File: config.mk
export PLATFORM = sky130hd
export DESIGN_NAME = spi_transaction_scheduler_flat
export DESIGN_NICKNAME = d
export VERILOG_FILES = /design/src/rtl/spi_transaction_scheduler_if.sv /design/src/rtl/spi_transaction_scheduler.sv /design/src/flat_wrapper.sv
export SDC_FILE = /design/constraint.sdc
export NUM_CORES = 1
export LEC_CHECK = 0
export ABC_AREA = 1
export CAP_MARGIN = 20
export CORE_AREA = 8 8 74 76
export CTS_CLUSTER_DIAMETER = 50
export CTS_CLUSTER_SIZE = 30
export DETAILED_ROUTE_END_ITERATION = 16
export DIE_AREA = 0 0 82 84
export PLACE_DENSITY = 0.86
export SLEW_MARGIN = 25
export SYNTH_ARGS = -nofsm -noshare
export SYNTH_HDL_FRONTEND = slang
export SYNTH_SLANG_ARGS = --single-unit
File: constraint.sdc
create_clock -name clock -period 2.22 [get_ports clock]
set_input_delay 0.444 -clock clock [delete_from_list [all_inputs] [get_ports clock]]
set_output_delay 0.444 -clock clock [all_outputs]
set_load 0.1 [all_outputs]
File: src/rtl/spi_transaction_scheduler_if.sv
// Client and SPI-master signal bundle for spi_transaction_scheduler.
// The slave modport is the scheduler's view; the master modport is the surrounding logic.
interface spi_transaction_scheduler_if #(
    parameter int requesters = 4,
    parameter int bitcount   = 8
);
    logic [requesters-1:0]          req_valid;
    logic [requesters*bitcount-1:0] req_data;
    logic [requesters-1:0]          req_ready;
    logic [requesters-1:0]          rsp_valid;
    logic [bitcount-1:0]            rsp_data;
    logic                           rsp_error;
    logic [requesters-1:0]          ss;
    logic                           spi_trigger;
    logic [bitcount-1:0]            spi_tx_data;
    logic                           spi_done;
    logic [bitcount-1:0]            spi_rx_data;

    modport slave (
        input  req_valid, req_data, spi_done, spi_rx_data,
        output req_ready, rsp_valid, rsp_data, rsp_error, ss, spi_trigger, spi_tx_data
    );

    modport master (
        output req_valid, req_data, spi_done, spi_rx_data,
        input  req_ready, rsp_valid, rsp_data, rsp_error, ss, spi_trigger, spi_tx_data
    );
endinterface

File: src/rtl/spi_transaction_scheduler.sv
// Round-robin scheduler sharing one SPI master among several requesters/slave selects.
// Define SPI_SCHEDULER_TIMEOUT_EN to abort frames whose spi_done never arrives.
module spi_transaction_scheduler #(
    parameter int requesters     = 4,
    parameter int bitcount       = 8,
    parameter int ss_polarity    = 1,
    parameter int gap_cycles     = 4,
    parameter int timeout_cycles = 1024
) (
    input  logic                          clock,
    input  logic                          reset_n,
    spi_transaction_scheduler_if.slave    bus
);

    localparam int                idx_w     = $clog2(requesters);
    localparam int                gap_w     = $clog2(gap_cycles + 1);
    localparam logic [idx_w-1:0]  last_idx  = idx_w'(requesters - 1);
    localparam logic [gap_w-1:0]  gap_last  = gap_w'(gap_cycles - 1);
    localparam logic              ss_active = (ss_polarity != 0);

    if (requesters < 2 || requesters > 8 || gap_cycles < 1 || timeout_cycles < 1) begin : g_param_check
        $error("spi_transaction_scheduler: parameter out of range");
    end

    typedef enum logic [2:0] {IDLE, START, WAIT_DONE, RESPOND, GAP} state_t;

    state_t              state, next_state;
    logic [idx_w-1:0]    rr_pointer, grant, pick;
    logic                found;
    int                  cand;
    logic [bitcount-1:0] tx_data, rx_word;
    logic [gap_w-1:0]    gap_cnt;
    logic                timed_out;

`ifdef SPI_SCHEDULER_TIMEOUT_EN
    localparam int               to_w    = $clog2(timeout_cycles + 1);
    localparam logic [to_w-1:0]  to_last = to_w'(timeout_cycles - 1);

    logic [to_w-1:0] to_cnt;
    logic            err_flag;

    // A done arriving in the last allowed cycle still wins over the timeout.
    assign timed_out = (state == WAIT_DONE) && !bus.spi_done && (to_cnt == to_last);
`else
    assign timed_out = 1'b0;
`endif

    // First pending requester at or after rr_pointer, wrapping around.
    always_comb begin
        found = 1'b0;
        pick  = '0;
        cand  = 0;
        for (int k = 0; k < requesters; k++) begin
            cand = (int'(rr_pointer) + k) % requesters;
            if (!found && bus.req_valid[cand[idx_w-1:0]]) begin
                found = 1'b1;
                pick  = cand[idx_w-1:0];
            end
        end
    end

    // NOTE: sequential state uses non-blocking assignments so every flop samples pre-edge values.
    always_ff @(posedge clock or negedge reset_n) begin
        if (!reset_n) state <= IDLE;
        else          state <= next_state;
    end

    // NOTE: every combinational output gets a default first, so no path can infer a latch.
    always_comb begin
        next_state = state;
        case (state)
            IDLE:      if (found)                     next_state = START;
            START:                                    next_state = WAIT_DONE;
            WAIT_DONE: if (bus.spi_done || timed_out) next_state = RESPOND;
            RESPOND:                                  next_state = GAP;
            GAP:       if (gap_cnt == gap_last)       next_state = IDLE;
            default:                                  next_state = IDLE;
        endcase
    end

    always_comb begin
        bus.req_ready   = '0;
        bus.rsp_valid   = '0;
        bus.spi_trigger = 1'b0;
        bus.ss          = {requesters{~ss_active}};
        case (state)
            IDLE:      if (found && reset_n) bus.req_ready[pick] = 1'b1;
            START: begin
                bus.ss[grant]   = ss_active;
                bus.spi_trigger = 1'b1;
            end
            WAIT_DONE: bus.ss[grant]        = ss_active;
            RESPOND:   bus.rsp_valid[grant] = 1'b1;
            default: ;
        endcase
    end

    assign bus.spi_tx_data = tx_data;
    assign bus.rsp_data    = rx_word;

    always_ff @(posedge clock or negedge reset_n) begin
        if (!reset_n) begin
            rr_pointer <= '0;
            grant      <= '0;
            tx_data    <= '0;
            rx_word    <= '0;
            gap_cnt    <= '0;
        end else begin
            case (state)
                IDLE: if (found) begin
                    grant   <= pick;
                    tx_data <= bus.req_data[int'(pick)*bitcount +: bitcount];
                end
                START:     rr_pointer <= (grant == last_idx) ? '0 : grant + 1'b1;
                WAIT_DONE: begin
                    if (bus.spi_done)   rx_word <= bus.spi_rx_data;
                    else if (timed_out) rx_word <= '0;
                end
                RESPOND:   gap_cnt <= '0;
                GAP:       gap_cnt <= gap_cnt + 1'b1;
                default: ;
            endcase
        end
    end

`ifdef SPI_SCHEDULER_TIMEOUT_EN
    always_ff @(posedge clock or negedge reset_n) begin
        if (!reset_n) begin
            to_cnt   <= '0;
            err_flag <= 1'b0;
        end else begin
            case (state)
                START:     to_cnt <= '0;
                WAIT_DONE: begin
                    to_cnt   <= to_cnt + 1'b1;
                    err_flag <= timed_out;
                end
                default: ;
            endcase
        end
    end

    assign bus.rsp_error = (state == RESPOND) && err_flag;
`else
    assign bus.rsp_error = 1'b0;
`endif

endmodule

File: src/flat_wrapper.sv
// flat-port wrapper written by rule: the top's interface ports become plain ports
module spi_transaction_scheduler_flat 
#(
    parameter int requesters     = 4,
    parameter int bitcount       = 8,
    parameter int ss_polarity    = 1,
    parameter int gap_cycles     = 4,
    parameter int timeout_cycles = 1024
)
  (clock, reset_n, bus_req_valid, bus_req_data, bus_spi_done, bus_spi_rx_data, bus_req_ready, bus_rsp_valid, bus_rsp_data, bus_rsp_error, bus_ss, bus_spi_trigger, bus_spi_tx_data);
  spi_transaction_scheduler_if #(.requesters(requesters), .bitcount(bitcount)) bus_i ();
  input  logic clock;
  input  logic reset_n;
  input wire logic [$bits(bus_i.req_valid)-1:0] bus_req_valid;
  input wire logic [$bits(bus_i.req_data)-1:0] bus_req_data;
  input wire logic [$bits(bus_i.spi_done)-1:0] bus_spi_done;
  input wire logic [$bits(bus_i.spi_rx_data)-1:0] bus_spi_rx_data;
  output wire logic [$bits(bus_i.req_ready)-1:0] bus_req_ready;
  output wire logic [$bits(bus_i.rsp_valid)-1:0] bus_rsp_valid;
  output wire logic [$bits(bus_i.rsp_data)-1:0] bus_rsp_data;
  output wire logic [$bits(bus_i.rsp_error)-1:0] bus_rsp_error;
  output wire logic [$bits(bus_i.ss)-1:0] bus_ss;
  output wire logic [$bits(bus_i.spi_trigger)-1:0] bus_spi_trigger;
  output wire logic [$bits(bus_i.spi_tx_data)-1:0] bus_spi_tx_data;
  assign bus_i.req_valid = bus_req_valid;
  assign bus_i.req_data = bus_req_data;
  assign bus_i.spi_done = bus_spi_done;
  assign bus_i.spi_rx_data = bus_spi_rx_data;
  assign bus_req_ready = bus_i.req_ready;
  assign bus_rsp_valid = bus_i.rsp_valid;
  assign bus_rsp_data = bus_i.rsp_data;
  assign bus_rsp_error = bus_i.rsp_error;
  assign bus_ss = bus_i.ss;
  assign bus_spi_trigger = bus_i.spi_trigger;
  assign bus_spi_tx_data = bus_i.spi_tx_data;
  spi_transaction_scheduler #(.requesters(requesters), .bitcount(bitcount), .ss_polarity(ss_polarity), .gap_cycles(gap_cycles), .timeout_cycles(timeout_cycles)) u_core (.clock(clock), .reset_n(reset_n), .bus(bus_i));
endmodule
Word level (Yosys, flattened, before mapping) --
Cells that the tools add are included.
Storage, ports and cells: bits in registers 26, logic and storage cells 75
Operators by class: add/subtract/negate cells 5, order comparisons 8, equality and inequality tests 9, shifts and indexed selects 1, multiplexer cells 31, reductions and logical operators 15
Operator list (count):
- $shiftx 32x6->8 | 1
- $lt 2x3->1 const B | 6
- $mux 4 | 4
- $pmux 3 s5 | 1
- $mux 1 | 11
- $mux 2 | 5
- $eq 3x2->1 const B | 3
- $mux 3 | 3
- $bmux 1 s2 | 4
- $logic_and 1x1->1 | 6
- $pmux 3 s2 | 1
- $add 2x1->2 const B | 2
- $add 2x2->2 const B | 2
- $demux 1 s2 | 2
- $ge 2x1->1 const B | 2
- $ne 2x1->1 const B | 2
- $reduce_and 2->1 | 2
- $add 3x1->3 const B | 1
- $eq 3x1->1 const B | 1
- $eq 3x3->1 const B | 1
- $logic_not 1->1 | 3
- $logic_not 3->1 | 1
- $reduce_and 3->1 | 1
- $eq 2x2->1 const B | 1
- other kinds (3) | 3

Depth between registers and ports, before layout --
depth in word-level cells 18, mapped depth 16, mapped depth without buffers 15

Least setup slack after synthesis --
OpenSTA, ideal clock, no wires.
path kind register to output, start register u_core.state[1], end output port bus_ss[0], arrival 4.287 ns, required time 1.776 ns, path slack -2.511 ns, stages on the path, launching flop included 6, path through dfrtp_1 nor3_1 inv_1 nand2_1 inv_1 nor2_1
Between the ends: cells in the longest elaborated chain, start to end 3
RTL lines:
- from (decl) | RTL line spi_transaction_scheduler.sv:27 | state_t state, next_state;
- from (signal assigned) | RTL line spi_transaction_scheduler.sv:65 | else state <= next_state;
- $eq 3x2->1 or $eq 3x1->1 (tied branches) | RTL line spi_transaction_scheduler.sv:86 | case (state)
- $reduce_or 2->1 (no source line) (*)
- $mux 4 (*)
- to (decl) | RTL line flat_wrapper.sv:22 | output wire logic [$bits(bus_i.ss)-1:0] bus_ss;
Mark *: on every way between the ends. The rest lies on a longest branch, timed or not.

Worst setup path after layout --
start register u_core.rr_pointer[1], end output port bus_req_ready[3]
Between the ends: cells in the longest elaborated chain, start to end 18
RTL lines:
- from (decl) | RTL line spi_transaction_scheduler.sv:28 | logic [idx_w-1:0] rr_pointer, grant, pick;
- from (signal assigned) | RTL line spi_transaction_scheduler.sv:114 | START: rr_pointer <= (grant == last_idx) ? '0 : grant + 1'b1;
- branches (longest 16 deep; another with $lt 2x3->1)
- $mux 4 (*) | RTL line spi_transaction_scheduler.sv:87 | IDLE: if (found && reset_n) bus.req_ready[pick] = 1'b1;
- $mux 4 (*) | RTL line spi_transaction_scheduler.sv:86
- to (decl) | RTL line flat_wrapper.sv:18 | output wire logic [$bits(bus_i.req_ready)-1:0] bus_req_ready;
Mark *: on every way between the ends. The select of a mux whose other input is x is not followed.

==> metrics.csv <==
metric,value,unit
outcome,finished with violations,
violations,negative setup slack,
synth_area_per_cell,6.85,um2
yosysSeqAreaShare,36.4,%
fin_skew,0.00276,ns
crit_top_cell,nand2_2,
die-area,6890,um2
coreArea,4260,um2
drt_iter0_drc,84,
synth_largest_area_cell,dfrtp_1,
num_rows,24,
r2r_start,u_core.rr_pointer[1]$_DFFE_PN0P_,
maxCapViolCount,0,
critPathMaxStageDelay,0.47,ns
area_growth,77.8,%
cts.clk_slew.worst_paths,0.09,ns
routed-via-count,2040,
endpoint_kind,output pin,
final.setup.worst_slack,-0.397,ns
finalHoldViolations,0,
ys_ff_latch,26,
vias_per_cell,5.00,
drive_above_1_share,36.8,%
crit_chain,buf_4 -> nand2_2 -> nand2_2 -> nand2_2 -> nand2_2 -> nor2_4 -> nand3_4 -> nor2_4 -> nor2_4 -> buf_6 -> nor3_4 -> buf_12,
postLayoutCoreUtil,74.5,%
dp_hpwl,4320,um
gr-usage-all-layers,15.6,%
yosysUniqueCellTypes,25,
gp_congestion,0.876,
tns,-1.54,ns
htreeDepth,1,
startpoint,u_core.rr_pointer[1]$_DFFE_PN0P_,
r2r_cells,18,
clock.fmax,0.382,GHz
place_ws,-0.419,ns
route.detailed.drc,0,
synthesis.area,1790,um2
die-height,84,um
grt_pass1_wl,8810,um
cts_hold_buf,0,
crit_cells,12,
required,1.78,ns
crit_path_max_fanout,4,
cts_buffers,3,
cts_buffer_depth,2,
port_buffers,75,
antenna_left,0,
grt_overflow,0,
grt_pass1_vias,2016,
finish.instance_area,3180,um2
rsz0062_at_grt,yes,
yosysWarnings,0,
antenna_found_initial,0,
clock_sinks,26,
synth_common_cells,"nand2_1, dfrtp_1, nand3_1",
dieWidth,82,um
crit_path_end,bus_req_ready[3],
start_kind,register,
yosysMostFrequentCell,nand2_1,
path_class,register to output pin,
grt_max_degree,27,
reg2reg_slack,-0.10,ns
syn-num-nets,314,
worst-path-buf-inv,3,
initial_core_util,41.9,%
slew_violations,0,
cts_tree,done,
worstPathArrival,2.17,ns
cpLargestDelayFamily,simple AND/OR/NAND/NOR gates,
root_buffer,clkbuf_8,
crit_slowest_cell,dfrtp_2,
dpl_cell_area,2870,um2
fill_cells,296,
wl_per_cell,14.7,um
diodes,0,
nNetsFinal,410,
synth_ff_type,dfrtp_1,
worstHoldPathType,register to register,
drt_pass1_iterations,4,
wirelength,6010,um
layout_worst_path_cycle_share,118,%
boundaryPins,77,
synth_edf_count,0,
yosys.area.top_type_share,36.4,%
period_needed,2.62,ns
setup_viol,7,
postSynthCellCount,261,
ys_async_sr_fraction,100,%
synthTopCellsByArea,"dfrtp_1, nand2_1, nand3_1",
clk_latency,0.26,ns
reg2reg_to,u_core.bus.spi_tx_data[3]$_DFFE_PN0P_,
## layout make-up
| type | count | area, um2 | area share, % |
|---|---|---|---|
| multi-input combinational | 202 | 1250 | 39.3 |
| timing repair buffer | 99 | 1030 | 32.5 |
| sequential | 26 | 653 | 20.6 |
| inverter | 25 | 106 | 3.35 |
| tap | 52 | 65.1 | 2.05 |
| clock buffer | 3 | 41.3 | 1.30 |
| clock inverter | 1 | 30.0 | 0.945 |
## cells in the final DEF, fill, tap and decap left out, types with 2 or more instances in the layout
master,n
nand2_4,7
nor2_2,5
dfrtp_2,2
nand3_1,20
clkbuf_8,3
nand2_1,98
nand2_2,19
nand2_8,2
nor2_1,4
ha_1,6
nor2_4,8
nand3_2,3
o21ai_0,6
mux2_2,8
inv_4,3
buf_4,36
inv_2,6
buf_12,13
dfrtp_1,24
nand3_4,2
inv_1,15
nor3_4,5
buf_6,4
dlygate4sd2_1,4
clkdlybuf4s50_1,42
## stage by stage
step,hold slack (ns),cells
global placement,0.460,395
global route,0.520,408
finish,0.496,408
floorplan,0.148,261
CTS,0.501,404
detailed placement,0.474,395
## routing by layer
layer	GRT usage [%]	share of wire (%)	vias up
met5	0	0	-
li1	-	-	1001
met2	28.7	54	74
met3	3.66	5.9	13
met1	17.1	37	952
met4	3.51	2.3	0
## registers in the layout, indices dropped and copies added (netlist names)
name	count
u_core.bus.spi_tx_data	8
u_core.gap_cnt	3
u_core.bus.rsp_data	8
u_core.state	3
u_core.rr_pointer	2
u_core.grant	2
## how the worst min path moves through the flow
stage	depth (start not counted)	endpoint	slack (ns)	from
global placement	1	u_core.gap_cnt[0]$_DFFE_PN0P_	0.46	u_core.gap_cnt[0]$_DFFE_PN0P_
CTS	2	u_core.bus.spi_tx_data[1]$_DFFE_PN0P_	0.50	u_core.bus.spi_tx_data[1]$_DFFE_PN0P_
floorplan	0	u_core.bus.rsp_data[0]$_DFFE_PN0P_	0.15	reset_n
global route	2	u_core.bus.spi_tx_data[4]$_DFFE_PN0P_	0.52	u_core.bus.spi_tx_data[4]$_DFFE_PN0P_
finish	2	u_core.bus.spi_tx_data[1]$_DFFE_PN0P_	0.50	u_core.bus.spi_tx_data[1]$_DFFE_PN0P_
detailed placement	2	u_core.bus.spi_tx_data[1]$_DFFE_PN0P_	0.47	u_core.bus.spi_tx_data[1]$_DFFE_PN0P_
## cells by family after synthesis
group,synth area share (%)
multiplexers,5.04
buffers and inverters,8.82
adder cells (fa/ha/maj),4.20
other,0.210
AO/OA/AOI/OAI,3.71
flip-flops,36.4
AND/OR/NAND/NOR,41.6
## worst register-to-register path: stages, from the launching register on
cell and delay [ns]:
dfrtp_2 0.47, buf_4 0.16, nand2_2 0.06, nand2_2 0.06, nand2_2 0.08, nand2_2 0.08
nor2_4 0.15, nand3_4 0.13, buf_6 0.14, nand2_4 0.09, nand2_8 0.08, buf_4 0.18
buf_4 0.16, nand2_1 0.06, nand2_1 0.06, nand2_1 0.09, nand2_1 0.07, nand2_1 0.06
nand2_1 0.05
## what timing repair did
action,4_1_cts,5_1_grt
buffers inserted,5,4
gates resized for setup,26,29
pin swaps,18,14
endpoints found under the setup margin,4,12
Power is left out: the tool's default activity adds up to more than one toggle a clock period on the data nets, which glitch-free logic cannot reach.
